<file path="config.mk">
export PLATFORM = sky130hd
export DESIGN_NAME = blt_parcyc_flat
export DESIGN_NICKNAME = d
export VERILOG_FILES = /design/src/rtl/blt_parcyc_pkg.sv /design/src/rtl/blt_parcyc_if.sv /design/src/rtl/blt_parcyc_ptr.sv /design/src/rtl/blt_parcyc.sv /design/src/flat_wrapper.sv
export SDC_FILE = /design/constraint.sdc
export NUM_CORES = 1
export LEC_CHECK = 0
export ABC_CLOCK_PERIOD_IN_PS = 1900
export BUFFER_PORTS_ARGS = -buffer_cell sky130_fd_sc_hd__buf_2
export CORE_ASPECT_RATIO = 1.2
export CORE_MARGIN = 2
export CORE_UTILIZATION = 40
export CTS_BUF_LIST = sky130_fd_sc_hd__clkbuf_4 sky130_fd_sc_hd__clkbuf_8
export CTS_CLUSTER_DIAMETER = 100
export DETAILED_ROUTE_END_ITERATION = 12
export PLACE_DENSITY = 0.7
export SYNTH_ARGS = -nofsm -noshare
export SYNTH_HDL_FRONTEND = slang
export SYNTH_SLANG_ARGS = --single-unit
</file>
<file path="constraint.sdc">
create_clock -name cclk -period 1.9 [get_ports cclk]
set_input_delay 0.095 -clock cclk [delete_from_list [all_inputs] [get_ports cclk]]
set_output_delay 0.095 -clock cclk [all_outputs]
set_load 0.05 [all_outputs]
</file>
<file path="src/rtl/blt_parcyc_pkg.sv">
// Shared types and constants for the blitter parameter-read responder.
// BLT_PAR_WORD_EN selects 16-bit word fetches (pointer steps by 2) instead of byte fetches.
package blt_par_pkg;

  typedef enum logic [1:0] {
    ST_IDLE = 2'd0,
    ST_REQ  = 2'd1,
    ST_ACC  = 2'd2,
    ST_CEND = 2'd3
  } par_state_e;

  localparam int WAIT_ST_MAX = 7;
  localparam int WCNT_W      = 3;

`ifdef BLT_PAR_WORD_EN
  localparam int PTR_INC    = 2;
  localparam int PAR_DATA_W = 16;
`else
  localparam int PTR_INC    = 1;
  localparam int PAR_DATA_W = 8;
`endif

endpackage

</file>
<file path="src/rtl/blt_parcyc_if.sv">
// Requester/arbiter/memory side signals of the parameter-read responder.
// The responder connects through the slave modport.
interface blt_parcyc_if #(
  parameter int ADDR_W = 20,
  parameter int DATA_W = blt_par_pkg::PAR_DATA_W
) ();

  logic              parcrq;
  logic              ldpadr;
  logic [ADDR_W-1:0] padrin;
  logic              mgnt;
  logic [DATA_W-1:0] mdin;
  logic              mreq;
  logic              mrd;
  logic [ADDR_W-1:0] maddr;
  logic [DATA_W-1:0] pdata;
  logic              icycend;
  logic              cycend;

  modport master (
    output parcrq, ldpadr, padrin, mgnt, mdin,
    input  mreq, mrd, maddr, pdata, icycend, cycend
  );

  modport slave (
    input  parcrq, ldpadr, padrin, mgnt, mdin,
    output mreq, mrd, maddr, pdata, icycend, cycend
  );

endinterface

</file>
<file path="src/rtl/blt_parcyc_ptr.sv">
// Parameter fetch pointer: load, auto-increment with natural wrap.
// Under BLT_PAR_WORD_EN a loaded odd pointer is rounded down to a word boundary.
module blt_parptr
  import blt_par_pkg::*;
#(
  parameter int ADDR_W = 20
) (
  input  logic              cclk,
  input  logic              sreset,
  input  logic              load,
  input  logic [ADDR_W-1:0] load_val,
  input  logic              inc,
  output logic [ADDR_W-1:0] ptr
);

  logic [ADDR_W-1:0] load_aligned;

`ifdef BLT_PAR_WORD_EN
  assign load_aligned = load_val & ~ADDR_W'(1);
`else
  assign load_aligned = load_val;
`endif

  // NOTE: sequential state uses non-blocking assignments so every register
  // samples pre-edge values regardless of block ordering.
  always_ff @(posedge cclk) begin
    if (sreset) begin
      ptr <= '0;
    end else if (load) begin
      ptr <= load_aligned;
    end else if (inc) begin
      ptr <= ptr + ADDR_W'(PTR_INC);
    end
  end

endmodule

</file>
<file path="src/rtl/blt_parcyc.sv">
// Parameter-read responder: runs arbitrated memory reads for PARCRQ and returns cycle timing.
// BLT_PAR_WORD_EN enables word fetches (DATA_W=16, MADDR[0]=0, pointer += 2).
module blt_parcyc
  import blt_par_pkg::*;
#(
  parameter int ADDR_W  = 20,
  parameter int DATA_W  = PAR_DATA_W,
  parameter int WAIT_ST = 1
) (
  input  logic        cclk,
  input  logic        sreset,
  blt_parcyc_if.slave bus
);

  localparam int WAIT_EFF = (WAIT_ST > WAIT_ST_MAX) ? WAIT_ST_MAX : WAIT_ST;

  par_state_e        state, state_nx;
  logic [WCNT_W-1:0] wcnt;
  logic [DATA_W-1:0] pdata_q;
  logic              cycend_q;
  logic [ADDR_W-1:0] ptr;
  logic              icycend;
  logic              ptr_load;

  assign icycend  = (state == ST_ACC) && (wcnt == '0);
  // Pointer loads are only honoured while idle; once busy it only increments.
  assign ptr_load = (state == ST_IDLE) && bus.ldpadr;

  blt_parptr #(.ADDR_W(ADDR_W)) u_ptr (
    .cclk     (cclk),
    .sreset   (sreset),
    .load     (ptr_load),
    .load_val (bus.padrin),
    .inc      (icycend),
    .ptr      (ptr)
  );

  // NOTE: the default at the top of the block keeps state_nx assigned on every
  // path, so no latch is inferred.
  always_comb begin
    state_nx = state;
    case (state)
      ST_IDLE: if (bus.parcrq) state_nx = ST_REQ;
      ST_REQ: begin
        if (!bus.parcrq)   state_nx = ST_IDLE;
        else if (bus.mgnt) state_nx = ST_ACC;
      end
      ST_ACC:  if (wcnt == '0) state_nx = ST_CEND;
      ST_CEND: begin
        if (bus.parcrq && bus.mgnt) state_nx = ST_ACC;
        else if (bus.parcrq)        state_nx = ST_REQ;
        else                        state_nx = ST_IDLE;
      end
      default: state_nx = ST_IDLE;
    endcase
  end

  always_ff @(posedge cclk) begin
    if (sreset) begin
      state    <= ST_IDLE;
      wcnt     <= '0;
      pdata_q  <= '0;
      cycend_q <= 1'b0;
    end else begin
      state    <= state_nx;
      cycend_q <= icycend;
      if (state_nx == ST_ACC && state != ST_ACC) begin
        wcnt <= WCNT_W'(WAIT_EFF);
      end else if (state == ST_ACC && wcnt != '0) begin
        wcnt <= wcnt - WCNT_W'(1);
      end
      if (icycend) pdata_q <= bus.mdin;
    end
  end

  // In CEND the request is look-ahead: keep the bus only if another fetch follows.
  assign bus.mreq    = (state == ST_REQ) || (state == ST_ACC) ||
                       ((state == ST_CEND) && bus.parcrq);
  assign bus.mrd     = (state == ST_ACC);
  assign bus.icycend = icycend;
  assign bus.cycend  = cycend_q;
  assign bus.pdata   = pdata_q;

`ifdef BLT_PAR_WORD_EN
  assign bus.maddr = ptr & ~ADDR_W'(1);
`else
  assign bus.maddr = ptr;
`endif

endmodule

</file>
<file path="src/flat_wrapper.sv">
// flat-port wrapper written by rule: the top's interface ports become plain ports
module blt_parcyc_flat import blt_par_pkg::*;
#(
  parameter int ADDR_W  = 20,
  parameter int DATA_W  = PAR_DATA_W,
  parameter int WAIT_ST = 1
)
  (cclk, sreset, bus_parcrq, bus_ldpadr, bus_padrin, bus_mgnt, bus_mdin, bus_mreq, bus_mrd, bus_maddr, bus_pdata, bus_icycend, bus_cycend);
  blt_parcyc_if #(.ADDR_W(ADDR_W), .DATA_W(DATA_W)) bus_i ();
  input  logic cclk;
  input  logic sreset;
  input wire logic [$bits(bus_i.parcrq)-1:0] bus_parcrq;
  input wire logic [$bits(bus_i.ldpadr)-1:0] bus_ldpadr;
  input wire logic [$bits(bus_i.padrin)-1:0] bus_padrin;
  input wire logic [$bits(bus_i.mgnt)-1:0] bus_mgnt;
  input wire logic [$bits(bus_i.mdin)-1:0] bus_mdin;
  output wire logic [$bits(bus_i.mreq)-1:0] bus_mreq;
  output wire logic [$bits(bus_i.mrd)-1:0] bus_mrd;
  output wire logic [$bits(bus_i.maddr)-1:0] bus_maddr;
  output wire logic [$bits(bus_i.pdata)-1:0] bus_pdata;
  output wire logic [$bits(bus_i.icycend)-1:0] bus_icycend;
  output wire logic [$bits(bus_i.cycend)-1:0] bus_cycend;
  assign bus_i.parcrq = bus_parcrq;
  assign bus_i.ldpadr = bus_ldpadr;
  assign bus_i.padrin = bus_padrin;
  assign bus_i.mgnt = bus_mgnt;
  assign bus_i.mdin = bus_mdin;
  assign bus_mreq = bus_i.mreq;
  assign bus_mrd = bus_i.mrd;
  assign bus_maddr = bus_i.maddr;
  assign bus_pdata = bus_i.pdata;
  assign bus_icycend = bus_i.icycend;
  assign bus_cycend = bus_i.cycend;
  blt_parcyc #(.ADDR_W(ADDR_W), .DATA_W(DATA_W), .WAIT_ST(WAIT_ST)) u_core (.cclk(cclk), .sreset(sreset), .bus(bus_i));
endmodule
</file>
### After elaboration in Yosys (flattened, before gate mapping)

Cells that the tools add are included.

| word-level totals | value |
|---|---|
| bits of input ports | 33 |
| output and inout port bits | 32 |
| bits in registers | 34 |

| operators by class | value |
|---|---|
| reduce and logical (&&, ||, !) cells | 14 |
| muxes and demuxes | 11 |
| equal/unequal tests | 5 |
| add/subtract/negate cells | 2 |

Operators with widths:

| cell | number |
|---|---|
| 20-bit two-way mux | 2 |
| 20-bit by 1-bit adder with 20-bit output (second input constant) | 1 |
| 2-bit two-way mux | 5 |
| 2-bit one-hot mux with 4 select lines | 1 |
| 2-bit == test (second input constant) | 3 |
| 1-bit logical AND | 6 |
| 2-bit nonzero test | 2 |
| 3-bit logical NOT | 1 |
| 1-bit two-way mux | 3 |
| 3-bit nonzero test | 1 |
| 3-bit by 1-bit subtractor with 3-bit output (second input constant) | 1 |
| 2-bit by 1-bit == test with 1-bit output (second input constant) | 1 |
| 2-bit logical NOT | 1 |
| 1-bit logical OR | 2 |
| 2-bit != test (second input constant) | 1 |
| 2-bit OR reduction | 1 |

### Logic depth before layout (Yosys ltp)

Gate-level depths: netlist of the first run.

| logic depth | value |
|---|---|
| depth in word-level cells | 6 |
| gate-level depth with buffers | 8 |

### By module

From an unflattened synthesis of the first run, not the netlist that was laid out.

| second synthesis, totals | value |
|---|---|
| cell total of the unflattened synthesis | 223 |
| area total of the unflattened synthesis | 1,869.3 µm² |

By module, submodules not included:

| module | area an instance (µm²) | sequential area each (µm²) | instances | cells each |
|---|---|---|---|---|
| blt_parptr | 1,153.6 | 400.4 | 1 | 145 |
| blt_parcyc | 715.7 | 280.3 | 1 | 78 |

### Least setup slack after synthesis of the first run

No wires, ideal clock.

| timing | value |
|---|---|
| path kind | register to register |
| start point | reg u_core.state[0] |
| end point | reg u_core.u_ptr.ptr[14] |
| arrival | 2,473 ps |
| setup slack | -664 ps |
| data required time | 1,809 ps |
| path buffers | 2 |
| stages on the path, launching flop included | 9 |
| cells stage by stage | dfxtp_1 -> inv_1 -> ha_1 -> buf_4 -> nand4b_4 -> or4_1 -> clkbuf_1 -> or3_1 -> a311oi_1 |

| on the way | value |
|---|---|
| word-level cells in the longest chain between the ends | 3 |

Ends and longest elaborated chain:

| what | RTL line | RTL |
|---|---|---|
| start: declaration | blt_parcyc.sv:17 | `par_state_e state, state_nx;` |
| start signal: assignment | blt_parcyc.sv:65 | `state <= state_nx;` |
| 2-bit == test | n/a |  |
| net bus_mrd | flat_wrapper.sv:18 | `output wire logic [$bits(bus_i.mrd)-1:0] bus_mrd;` |
| 1-bit logical AND | blt_parcyc.sv:25 | `assign icycend = (state == ST_ACC) && (wcnt == '0);` |
| 2-bit nonzero test (no line) | n/a |  |
| end signal: assignment | blt_parcyc_ptr.sv:30 | `ptr <= load_aligned;` |
| end signal: assignment | blt_parcyc_ptr.sv:32 | `ptr <= ptr + ADDR_W'(PTR_INC);` |
| end: declaration | blt_parcyc_ptr.sv:13 | `output logic [ADDR_W-1:0] ptr` |

The timed path passes the listed nets, and every way through them passes these cells.
A chain may end at the register's enable or synchronous reset.

### Worst setup path after layout of the first run

| timing | value |
|---|---|
| start point | reg u_core.state[0] |
| end point | reg u_core.u_ptr.ptr[11] |

| on the way | value |
|---|---|
| word-level cells in the longest chain between the ends | 3 |

Ends and longest elaborated chain:

| what | RTL line |
|---|---|
| 2-bit == test or 2-bit logical NOT (tied branches) | blt_parcyc.sv:25, blt_parcyc.sv:27 |
| 1-bit logical AND (on tied branches) | blt_parcyc.sv:25, blt_parcyc.sv:27 |
| 2-bit nonzero test (no line) or 20-bit two-way mux (tied branches) | n/a |

Parallel ways exist; a longest one is shown, timed or not.

==> reports/qor.yml, run 1 <==
status:
  status: "finished with violations"
  failed_checks: "negative setup slack"
run:
  drv_cap: 0
timing:
  slew_headroom: 0.688
  fmax_mhz: 517
  hold_ws_ns: 0.0330
  tightest_slew_ns: 0.468
  setup-tns-final_ns: -0.0360
  clock-skew-final_ns: 0.0102
  setup_viol: 1
  fin_crit_sh: 1.02
  rsz0062_at_grt: "yes"
  maxSlewViolCount: 0
  period_needed_ns: 1.94
  finalHoldViolCount: 0
  final.setup.worst_slack_ns: -0.0360
die:
  rows: 26
  die_area_um2: 4950
  fp.dieH_um: 76.7
  core-area_um2: 4260
  die_x_um: 64.6
  start_util: 0.413
  boundaryPins: 65
route:
  ant_nets: 0
  viasPerCell: 5.20
  wire_per_inst_um: 12.4
  vias: 1826
  drc: 0
  drt_iter0_drc: 65
  dr.pass1.iters: 4
  wl_mm: 4.35
clock_network:
  cts_tree: "built"
  htreeDepth: 2
  clk_latency_ns: 0.29
  clock-sinks: 34
  numCtsBuffers: 5
  holdBufCountCts: 0
  clockBufferDepth: 2
  path_clk_slew_ns: 0.07
  clockRootBuffer: "clkbuf_8"
global_routing:
  grt_max_degree: 41
  grt_pass1_wl_mm: 7.35
  grt_overflow: 0
  grt_pass1_vias: 1661
  grt_antenna_before_repair: 0
  track_usage: 0.186
critical_path:
  cpPeakStageDelay_ns: 0.53
  cp-start-kind: "flop"
  endpoint_kind: "flop"
  arrival_ns: 2.13
  required_ns: 2.09
  slowest_stage: "or4_4"
  ff2ff_setup_slack_ns: -0.04
  crit_fanout: 5
  worstPathCellList: "inv_2, ha_4, nand3b_1, or4_4, or3_1, a311oi_1"
  path_class: "flop to flop"
placement:
  place_congestion: 0.786
  dp.cells: 337
  dp_hpwl_mm: 3.19
  port_buffers: 64
  preCtsSetupSlack_ns: -0.0391
logic_synthesis:
  netlist_top_cells_area: "dfxtp_1 39%, a311oi_1 6.5%, ha_1 5.7%"
  synth_top_area_frac: 0.386
  yosys.area.top_type: "dfxtp_1"
  netlist_area_um2: 1760
  yosysUniqueCellTypes: 38
  synthCells: 211
  synth_fp_nets: 252
  yosys_warnings: 0
  synth-seq-cells: 34
  ys_seq_area_frac: 0.386
  synth_area_per_cell_um2: 8.35
power_and_ir_drop:
  ir_drop_mv: 0.735
  leakage_uw: 0.00110
  power_density_nw_per_um2: 1240
layout:
  fin_cells: 351
  drive_gt1_frac: 0.420
  final_common_cell: "buf_2"
  syn2layout_area_growth_pct: 43.0
  fin_nets: 335
  n_antenna_cell: 0
  mostFrequentLayoutCells: "64 x buf_2, 25 x nand2_1, 24 x buf_4"
min_path:
  worstHoldPathType: "input pin to flop"
==> worst max-delay path: cells and delay by family (launching register included) <==
family	cells	cell delay (ns)
flops	1	0.33
simple gates	3	1.04
buf+inv	1	0.07
fa+ha+maj	1	0.16
compound gates	1	0.25
==> per-stage QoR <==
| stage | total power (µW) | util | area [µm²] |
|---|---|---|---|
| after floorplan | 2020 | - | 1850 |
| after global placement | 2410 | 0.548 | 2330 |
| after detailed placement | 2420 | 0.548 | 2330 |
| after CTS | 3140 | 0.582 | 2480 |
| after global routing | 3340 | 0.591 | 2520 |
| final | 3140 | 0.591 | 2520 |
==> timing repair <==
action / 4_1_cts / 5_1_grt
setup buffers: 2 / 4
pin swaps: 2 / 12
setup endpoints to repair: 4 / 8
resized for setup: 3 / 4
==> kinds of logic after synthesis <==
family,after synthesis,share of synthesized area
AO/OA/AOI/OAI,51,0.200
XOR/XNOR,9,0.0447
adder cells (fa/ha/maj),8,0.0568
buffers and inverters,22,0.0497
flip-flops,34,0.386
AND/OR/NAND/NOR,87,0.262
==> cell usage after synthesis, drive strengths merged <==
master   n
nand4    7
a211oi   9
ha       8
xor2     4
o211ai   1
nand3b   1
nand2   25
and2     1
clkbuf  11
a21oi   10
a211o    1
a22oi    1
xnor2    5
o21bai   1
and4     1
nor3b    1
or3      7
nand4b   1
nor3     3
o21ai    8
dfxtp   34
nand3    5
nor2b    2
buf      2
nor4     2
nand2b   2
a311oi  13
a31oi    2
and3b    1
and3     1
or4      7
a21o     1
o31ai    4
inv      9
nor2    20
==> layout make-up <==
type,count,area (µm²)
fillers,415,1740
multi-input cells,155,1060
flip-flops and latches,34,723
repair buffers,89,520
clock buffers,7,83.8
well taps,56,70.1
inverters,9,33.8
clock inverters,1,30.0
==> report_power, final <==
group	internal, µW	switching [µW]	leakage, µW
Clock	421	259	0.0000593
Sequential	875	122	0.000287
Combinational	494	965	0.000749
Total	1790	1350	0.00110
==> per-layer routing <==
metal  vias up  global-route usage  routed length (µm)
met5         -                   0                   0
li1        940                   -                   -
met3         7              0.0469                 223
met2        49               0.310                2140
met4         0              0.0766                  78
met1       830               0.227                1910
==> flip-flops by register name, indices dropped and copies added (netlist names) <==
signal	flops
u_core.bus.cycend	1
u_core.bus.pdata	8
u_core.state	2
u_core.u_ptr.ptr	20
u_core.wcnt	3
==> worst paths after layout <==
| check | startpoint | endpoint | cells past startpoint |
|---|---|---|---|
| worst max register to register | u_core.state[0] | u_core.u_ptr.ptr[11] | 6 |
| worst min-delay path | bus_mdin[3] | u_core.bus.pdata[3] | 3 |
| worst max-delay path | u_core.state[0] | u_core.u_ptr.ptr[11] | 6 |
| worst min register to register | u_core.bus.pdata[3] | u_core.bus.pdata[3] | 2 |
(Power assumes the default switching activity.)
==> inputs of run 2 (changes only) <==
--- a/config.mk
+++ b/config.mk
@@ -7,13 +7,16 @@
 export LEC_CHECK = 0
 export ABC_CLOCK_PERIOD_IN_PS = 1900
 export BUFFER_PORTS_ARGS = -buffer_cell sky130_fd_sc_hd__buf_2
+export CELL_PAD_IN_SITES_DETAIL_PLACEMENT = 1
+export CELL_PAD_IN_SITES_GLOBAL_PLACEMENT = 2
 export CORE_ASPECT_RATIO = 1.2
 export CORE_MARGIN = 2
-export CORE_UTILIZATION = 40
+export CORE_UTILIZATION = 26
 export CTS_BUF_LIST = sky130_fd_sc_hd__clkbuf_4 sky130_fd_sc_hd__clkbuf_8
 export CTS_CLUSTER_DIAMETER = 100
 export DETAILED_ROUTE_END_ITERATION = 12
-export PLACE_DENSITY = 0.7
+export PLACE_DENSITY = 0.77
 export SYNTH_ARGS = -nofsm -noshare
 export SYNTH_HDL_FRONTEND = slang
+export SYNTH_HIERARCHICAL = 1
 export SYNTH_SLANG_ARGS = --single-unit
==> run 2 against run 1 <==
Against the previous run:
- the flow still finishes with violations (negative setup slack)
- total power shrank 40%
- sequential share of layout area shrank 4.4 points
- flip-flop and latch count is the same
- maximum frequency shrank 0.93%
- highest routed layer unchanged
==> reports/qor.yml, run 2 <==
logic_synthesis:
  yosysUniqueCellTypes: 46  # +21%
  async_flop_share: 0  # unchanged
  synth_top_area_frac: 0.364  # -0.0222
  yosys_warnings: 6  # +6
  synth_edf_count: 0  # unchanged
  synth.area.mux_share: 0.0535  # +0.0535
  netlist_area_um2: 1870  # +6.1%
  synth_compound_area_frac: 0.175  # -0.0249
  ys_seq_area_frac: 0.364  # -0.0222
  ys.flop_type: "dfxtp_1"
  synth-seq-cells: 34  # unchanged
  synth_top_family_by_area: "simple AND/OR/NAND/NOR gates"
  yosys.area.top_type: "dfxtp_1"
  netlist_top_cells_area: "dfxtp_1 36%, nor2_1 5.8%, ha_1 5.4%"
  synth_xor_area_frac: 0.0562  # +0.0115
  synth_common_cells: "34 x dfxtp_1, 29 x nor2_1, 15 x a21oi_1, 15 x nand2_1"
  synth-simple-area-share: 0.252  # -0.0104
  synth_area_per_cell_um2: 8.38  # +0.40%
  synth_most_common_cell: "dfxtp_1"
  synthCells: 223  # +5.7%
  synth_fp_nets: 264  # +4.8%
  yosys.area_share.adder: 0.0535  # -0.00327
die:
  fp.dieH_um: 96.9  # +26%
  die_x_um: 81.4  # +26%
  boundaryPins: 65  # unchanged
  core-area_um2: 6900  # +62%
  die_area_um2: 7890  # +59%
  rows: 33  # +27%
  start_util: 0.271  # -0.142
power_and_ir_drop:
  leakage_uw: 0.00133  # +22%
  power_uw: 1890  # -40%
  ir_drop_mv: 0.366  # -50%
  power_density_nw_per_um2: 669  # -46%
critical_path:
  cp-start-kind: "flop"
  endpoint_kind: "flop"
  worstPathCellList: "inv_2, ha_4, nand3b_1, clkinvlp_4, nand3_2, or4_4, o31a_1, o31a_1"
  worst-path-buf-inv: 2  # +1
  cp_common_cell: "o31a_1"
  slowest_stage: "or4_4"
  crit_fanout: 3  # -2
  arrival_ns: 2.13  # about the same
  path_class: "flop to flop"
  required_ns: 2.08  # about the same
  cpPeakStageDelay_ns: 0.48  # -0.05 ns
  cpLargestDelayFamily: "simple AND/OR/NAND/NOR gates"
global_routing:
  grt_max_degree: 21  # -49%
  grt_pass1_wl_mm: 9.72  # +32%
  grt_overflow: 0  # unchanged
  grt_pass1_vias: 2066  # +24%
  grt_antenna_before_repair: 0  # unchanged
  track_usage: 0.156  # -0.0307
layout:
  fin_nets: 362  # +8.1%
  final_common_cell: "buf_2"
  syn2layout_area_growth_pct: 51.2
  largest_register_ffs: 20  # unchanged
  top_register: "u_core/u_ptr/ptr"
  mostFrequentLayoutCells: "64 x buf_2, 36 x buf_4, 30 x dfxtp_1"
  n_antenna_cell: 0  # unchanged
  fillers: 853  # +110%
  fin_util: 0.410  # -0.181
  drive_gt1_frac: 0.444  # +0.0238
placement:
  place_congestion: 0.737  # -6.3%
  preCtsSetupSlack_ns: -0.114  # -0.0750 ns
  port_buffers: 64  # unchanged
  dp_hpwl_mm: 4.55  # +43%
timing:
  clock-skew-final_ns: 0.00803  # -0.00221 ns
  setup_viol: 1  # unchanged
  tightest_slew_ns: 0.423  # -0.0456 ns
  period_needed_ns: 1.95  # +0.0182 ns
  rsz0062_at_grt: "yes"
  maxSlewViolCount: 0  # unchanged
  slew_headroom: 0.718  # +0.0304
  fin_crit_sh: 1.03  # +0.00959
  final.setup.worst_slack_ns: -0.0543  # -0.0182 ns
  finalHoldViolCount: 0  # unchanged
  fmax_mhz: 512  # -0.93%
status:
  status: "finished with violations"
  failed_checks: "negative setup slack"
route:
  ant_nets: 0  # unchanged
  viasPerCell: 5.03  # -3.3%
  dr.pass1.iters: 4  # unchanged
  wl_mm: 6.11  # +41%
  drc: 0  # unchanged
  drt_iter0_drc: 71  # +9.2%
  wire_per_inst_um: 14.9  # +21%
  vias: 2057  # +13%
clock_network:
  clk_latency_ns: 0.29  # about the same
  clock-sinks: 34  # unchanged
  numCtsBuffers: 5  # unchanged
  clockBufferDepth: 2  # unchanged
  cts_tree: "built"
  clockRootBuffer: "clkbuf_8"
  htreeDepth: 2  # unchanged
  path_clk_slew_ns: 0.07  # about the same
min_path:
  worstHoldPathType: "input pin to flop"
run:
  drv_cap: 0  # unchanged
[run 2: kinds of logic (layout without fill, tap and decap cells)]
kind of cell / after synthesis / in the layout
AO/OA/AOI/OAI: 47 / 47
multiplexers: 10 / 10
flip-flops: 34 / 34
AND/OR/NAND/NOR: 91 / 91
XOR/XNOR: 12 / 12
buffers and inverters: 21 / 120
adder cells (fa/ha/maj): 8 / 8
[run 2: cell type report]
class | instances | area, µm² | area share
Multi-Input combinational cell | 168 | 1270 | 0.451
Sequential cell | 34 | 686 | 0.243
Timing Repair Buffer | 102 | 622 | 0.220
Tap cell | 87 | 109 | 0.0385
Clock buffer | 7 | 90.1 | 0.0319
Inverter | 10 | 41.3 | 0.0146
Clock inverter | 1 | 5.00 | 0.00177
[run 2: worst register-to-register path, stage by stage (launching register included)]
cell	delay (ns)
dfxtp_2	0.33
inv_2	0.08
ha_4	0.14
nand3b_1	0.14
clkinvlp_4	0.13
nand3_2	0.08
or4_4	0.48
o31a_1	0.24
o31a_1	0.23
[run 2: path summary, 6_finish.rpt]
check | endpoint | slack [ns] | from | cells past startpoint
max | u_core/u_ptr/ptr[18] | -0.05 | u_core/wcnt[1] | 8
min | u_core/bus.pdata[0] | 0.04 | bus_mdin[0] | 3
max reg2reg | u_core/u_ptr/ptr[18] | -0.05 | u_core/wcnt[1] | 8
min reg2reg | u_core/bus.pdata[0] | 0.50 | u_core/bus.pdata[0] | 2
[run 2: stage by stage]
stage / hold WS (ns) / area, µm² / std cells / setup TNS, ns
3_3_place_gp: 0.325 / 2560 / 395 / -0.0402
4_1_cts: 0.0361 / 2680 / 404 / -0.0595
5_1_grt: 0.0549 / 2830 / 409 / -0.605
6_report: 0.0375 / 2830 / 409 / -0.0543
2_1_floorplan: 0.166 / 1960 / 223 / -5.50
3_5_place_dp: 0.339 / 2560 / 395 / -0.282
[run 2: power breakdown]
part	total, µW	switching (µW)	internal [µW]
combinational	505	330	175
sequential	799	42.3	756
clock	586	279	307
total	1890	651	1240
[run 2: what timing repair did]
| action | 4_1_cts | 5_1_grt |
|---|---|---|
| hold buffers | 0 | 0 |
| pin swaps | 3 | 9 |
| setup endpoints to repair | 8 | 16 |
| setup buffers | 1 | 5 |
| resized for setup | 6 | 17 |
[run 2: per-layer routing]
metal	up-vias	part of all wire	GRT usage
met5	-	0	0
met4	0	0.018	0.0404
met3	9	0.038	0.0308
met2	45	0.49	0.256
met1	1005	0.45	0.205
li1	998	-	-
==> inputs of run 3 (changes only) <==
--- a/config.mk
+++ b/config.mk
@@ -10,7 +10,6 @@
 export CELL_PAD_IN_SITES_DETAIL_PLACEMENT = 1
 export CELL_PAD_IN_SITES_GLOBAL_PLACEMENT = 2
 export CORE_ASPECT_RATIO = 1.2
-export CORE_MARGIN = 2
 export CORE_UTILIZATION = 26
 export CTS_BUF_LIST = sky130_fd_sc_hd__clkbuf_4 sky130_fd_sc_hd__clkbuf_8
 export CTS_CLUSTER_DIAMETER = 100
==> run 3 against run 2 <==
Against the previous run:
- the run still ends with negative setup slack left
- global-route usage grew 0.78 points
- register-to-register slack is essentially flat
- maximum frequency shrank 0.42%
- die area is 4.5% lower
- sequential share of layout area about the same
- largest cell class unchanged
- setup slack worse by 0.0082 ns
- via count is 1.6% lower
- critical endpoint unchanged
- highest routed layer unchanged
- non-clock buffer count is 1 higher
- critical path type unchanged
- count of clock-buffer cells in the layout unchanged
- wire length shrank 0.23%
- design area increased by 0.18%
==> reports/qor.yml, run 3 (synthesized netlist as in run 2, its figures left out) <==
layout:
  drive_gt1_frac: 0.446  # +0.00172
  syn2layout_area_growth_pct: 51.5
  fillers: 836  # -2.0%
  ff_latch_area_um2: 686  # unchanged
  top_register: "u_core/u_ptr/ptr"
  fin_nets: 363  # +0.28%
  mostFrequentLayoutCells: "64 x buf_2, 38 x buf_4, 30 x dfxtp_1"
  multi_input_area_um2: 1260  # -0.69%
  final_common_cell: "buf_2"
  n_antenna_cell: 0  # unchanged
  largest_register_ffs: 20  # unchanged
timing:
  final.setup.worst_slack_ns: -0.0624  # -0.00816 ns
  tightest_slew_ns: 0.437  # +0.0148 ns
  finalHoldViolCount: 0  # unchanged
  setup_viol: 1  # unchanged
  maxSlewViolCount: 0  # unchanged
  rsz0062_at_grt: "yes"
  period_needed_ns: 1.96  # +0.00816 ns
  fmax_mhz: 510  # -0.42%
  clock-skew-final_ns: 0.00392  # -0.00411 ns
  slew_headroom: 0.706  # -0.0126
  fin_crit_sh: 1.03  # +0.00430
  setup-tns-final_ns: -0.0624  # -0.00816 ns
die:
  fp.dieH_um: 94.9  # -2.1%
  start_util: 0.271  # unchanged
  rows: 33  # unchanged
  die_x_um: 79.4  # -2.5%
  core-area_um2: 6900  # unchanged
  die_area_um2: 7530  # -4.5%
  boundaryPins: 65  # unchanged
power_and_ir_drop:
  power_density_nw_per_um2: 706  # +5.6%
  power_uw: 2000  # +5.8%
  ir_drop_mv: 0.279  # -24%
  leakage_uw: 0.00132  # -1.1%
run:
  drv_cap: 0  # unchanged
critical_path:
  r2r_end: "u_core/u_ptr/ptr[18]"
  reg2reg_depth: 8  # unchanged
  ff2ff_setup_slack_ns: -0.06  # about the same
  path_class: "flop to flop"
  required_ns: 2.07  # about the same
  endpoint_kind: "flop"
  rr_startpoint: "u_core/wcnt[0]"
  arrival_ns: 2.14  # about the same
  crit_fanout: 3  # unchanged
  cp-start-kind: "flop"
placement:
  place_congestion: 0.731  # -0.81%
  port_buffers: 64  # unchanged
  dp_hpwl_mm: 4.43  # -2.5%
clock_network:
  path_clk_slew_ns: 0.07  # about the same
  clk_latency_ns: 0.28  # about the same
  clockRootBuffer: "clkbuf_8"
  htreeDepth: 2  # unchanged
  numCtsBuffers: 5  # unchanged
  cts_tree: "built"
  clock-sinks: 34  # unchanged
  clockBufferDepth: 2  # unchanged
global_routing:
  grt_pass1_vias: 2093  # +1.3%
  grt_antenna_before_repair: 0  # unchanged
  grt_pass1_wl_mm: 9.56  # -1.6%
  grt_overflow: 0  # unchanged
  grt_max_degree: 23  # +9.5%
  track_usage: 0.164  # +0.00782
route:
  vias: 2025  # -1.6%
  wire_per_inst_um: 14.9  # -0.47%
  dr.pass1.iters: 5  # +1
  viasPerCell: 4.94  # -1.8%
  drc: 0  # unchanged
  wl_mm: 6.10  # -0.23%
  drt_iter0_drc: 31  # -56%
  ant_nets: 0  # unchanged
min_path:
  whs_path_depth: 3  # unchanged
  min_from: "bus_mdin[5]"
  worstHoldPathType: "input pin to flop"
  holdPathEnd: "u_core/bus.pdata[5]"
status:
  failed_checks: "negative setup slack"
  status: "finished with violations"
run 3: layout make-up:
type / instances / area share
well taps: 87 / 0.0384
clock buffers: 7 / 0.0296
inverters: 10 / 0.0146
clock inverters: 1 / 0.0106
multi-input cells: 168 / 0.447
repair buffers: 103 / 0.218
flip-flops and latches: 34 / 0.242
run 3: critical path, stage by stage, from the launching register on:
cell and delay (ns):
dfxtp_2 0.33, inv_2 0.07, ha_4 0.13, nand3b_1 0.14
clkinvlp_4 0.13, nand3_2 0.09, or4_4 0.49, o31a_1 0.25
o31a_1 0.23
run 3: repair_timing:
item,4_1_cts,5_1_grt
setup buffers,4,3
endpoints found under the setup margin,10,12
hold buffers,0,0
gates resized for setup,7,16
pin swaps,4,5
run 3: how the worst max path moves through the flow:
stage / slack, ns / end / from
after global placement: -0.07 / u_core/u_ptr/ptr[18] / u_core/wcnt[0]
after global routing: -0.14 / u_core/u_ptr/ptr[18] / u_core/wcnt[1]
after CTS: -0.06 / u_core/u_ptr/ptr[18] / u_core/wcnt[1]
after floorplan: -0.59 / u_core/u_ptr/ptr[18] / u_core/state[0]
final: -0.06 / u_core/u_ptr/ptr[18] / u_core/wcnt[0]
after detailed placement: -0.14 / u_core/u_ptr/ptr[18] / u_core/wcnt[0]
run 3: metrics by stage:
step / setup slack [ns] / util / hold WS, ns / std cells / instance area, µm²
floorplan: -0.592 / - / 0.166 / 223 / 1960
global placement: -0.0656 / 0.372 / 0.327 / 395 / 2560
detailed placement: -0.136 / 0.372 / 0.339 / 395 / 2560
CTS: -0.0606 / 0.395 / 0.0386 / 407 / 2730
global route: -0.141 / 0.411 / 0.0554 / 410 / 2830
finish: -0.0624 / 0.411 / 0.0405 / 410 / 2830
run 3: power by group:
part	total, µW	switching, µW	internal [µW]
sequential	800	43.5	757
clock	692	271	421
combinational	507	329	178
run 3: routing by layer:
metal	wire length (µm)	part of all wire	global-route usage
met2	3070	0.50	0.297
met5	0	0	0
met3	187	0.031	0.0309
met1	2760	0.45	0.191
met4	83	0.014	0.0515
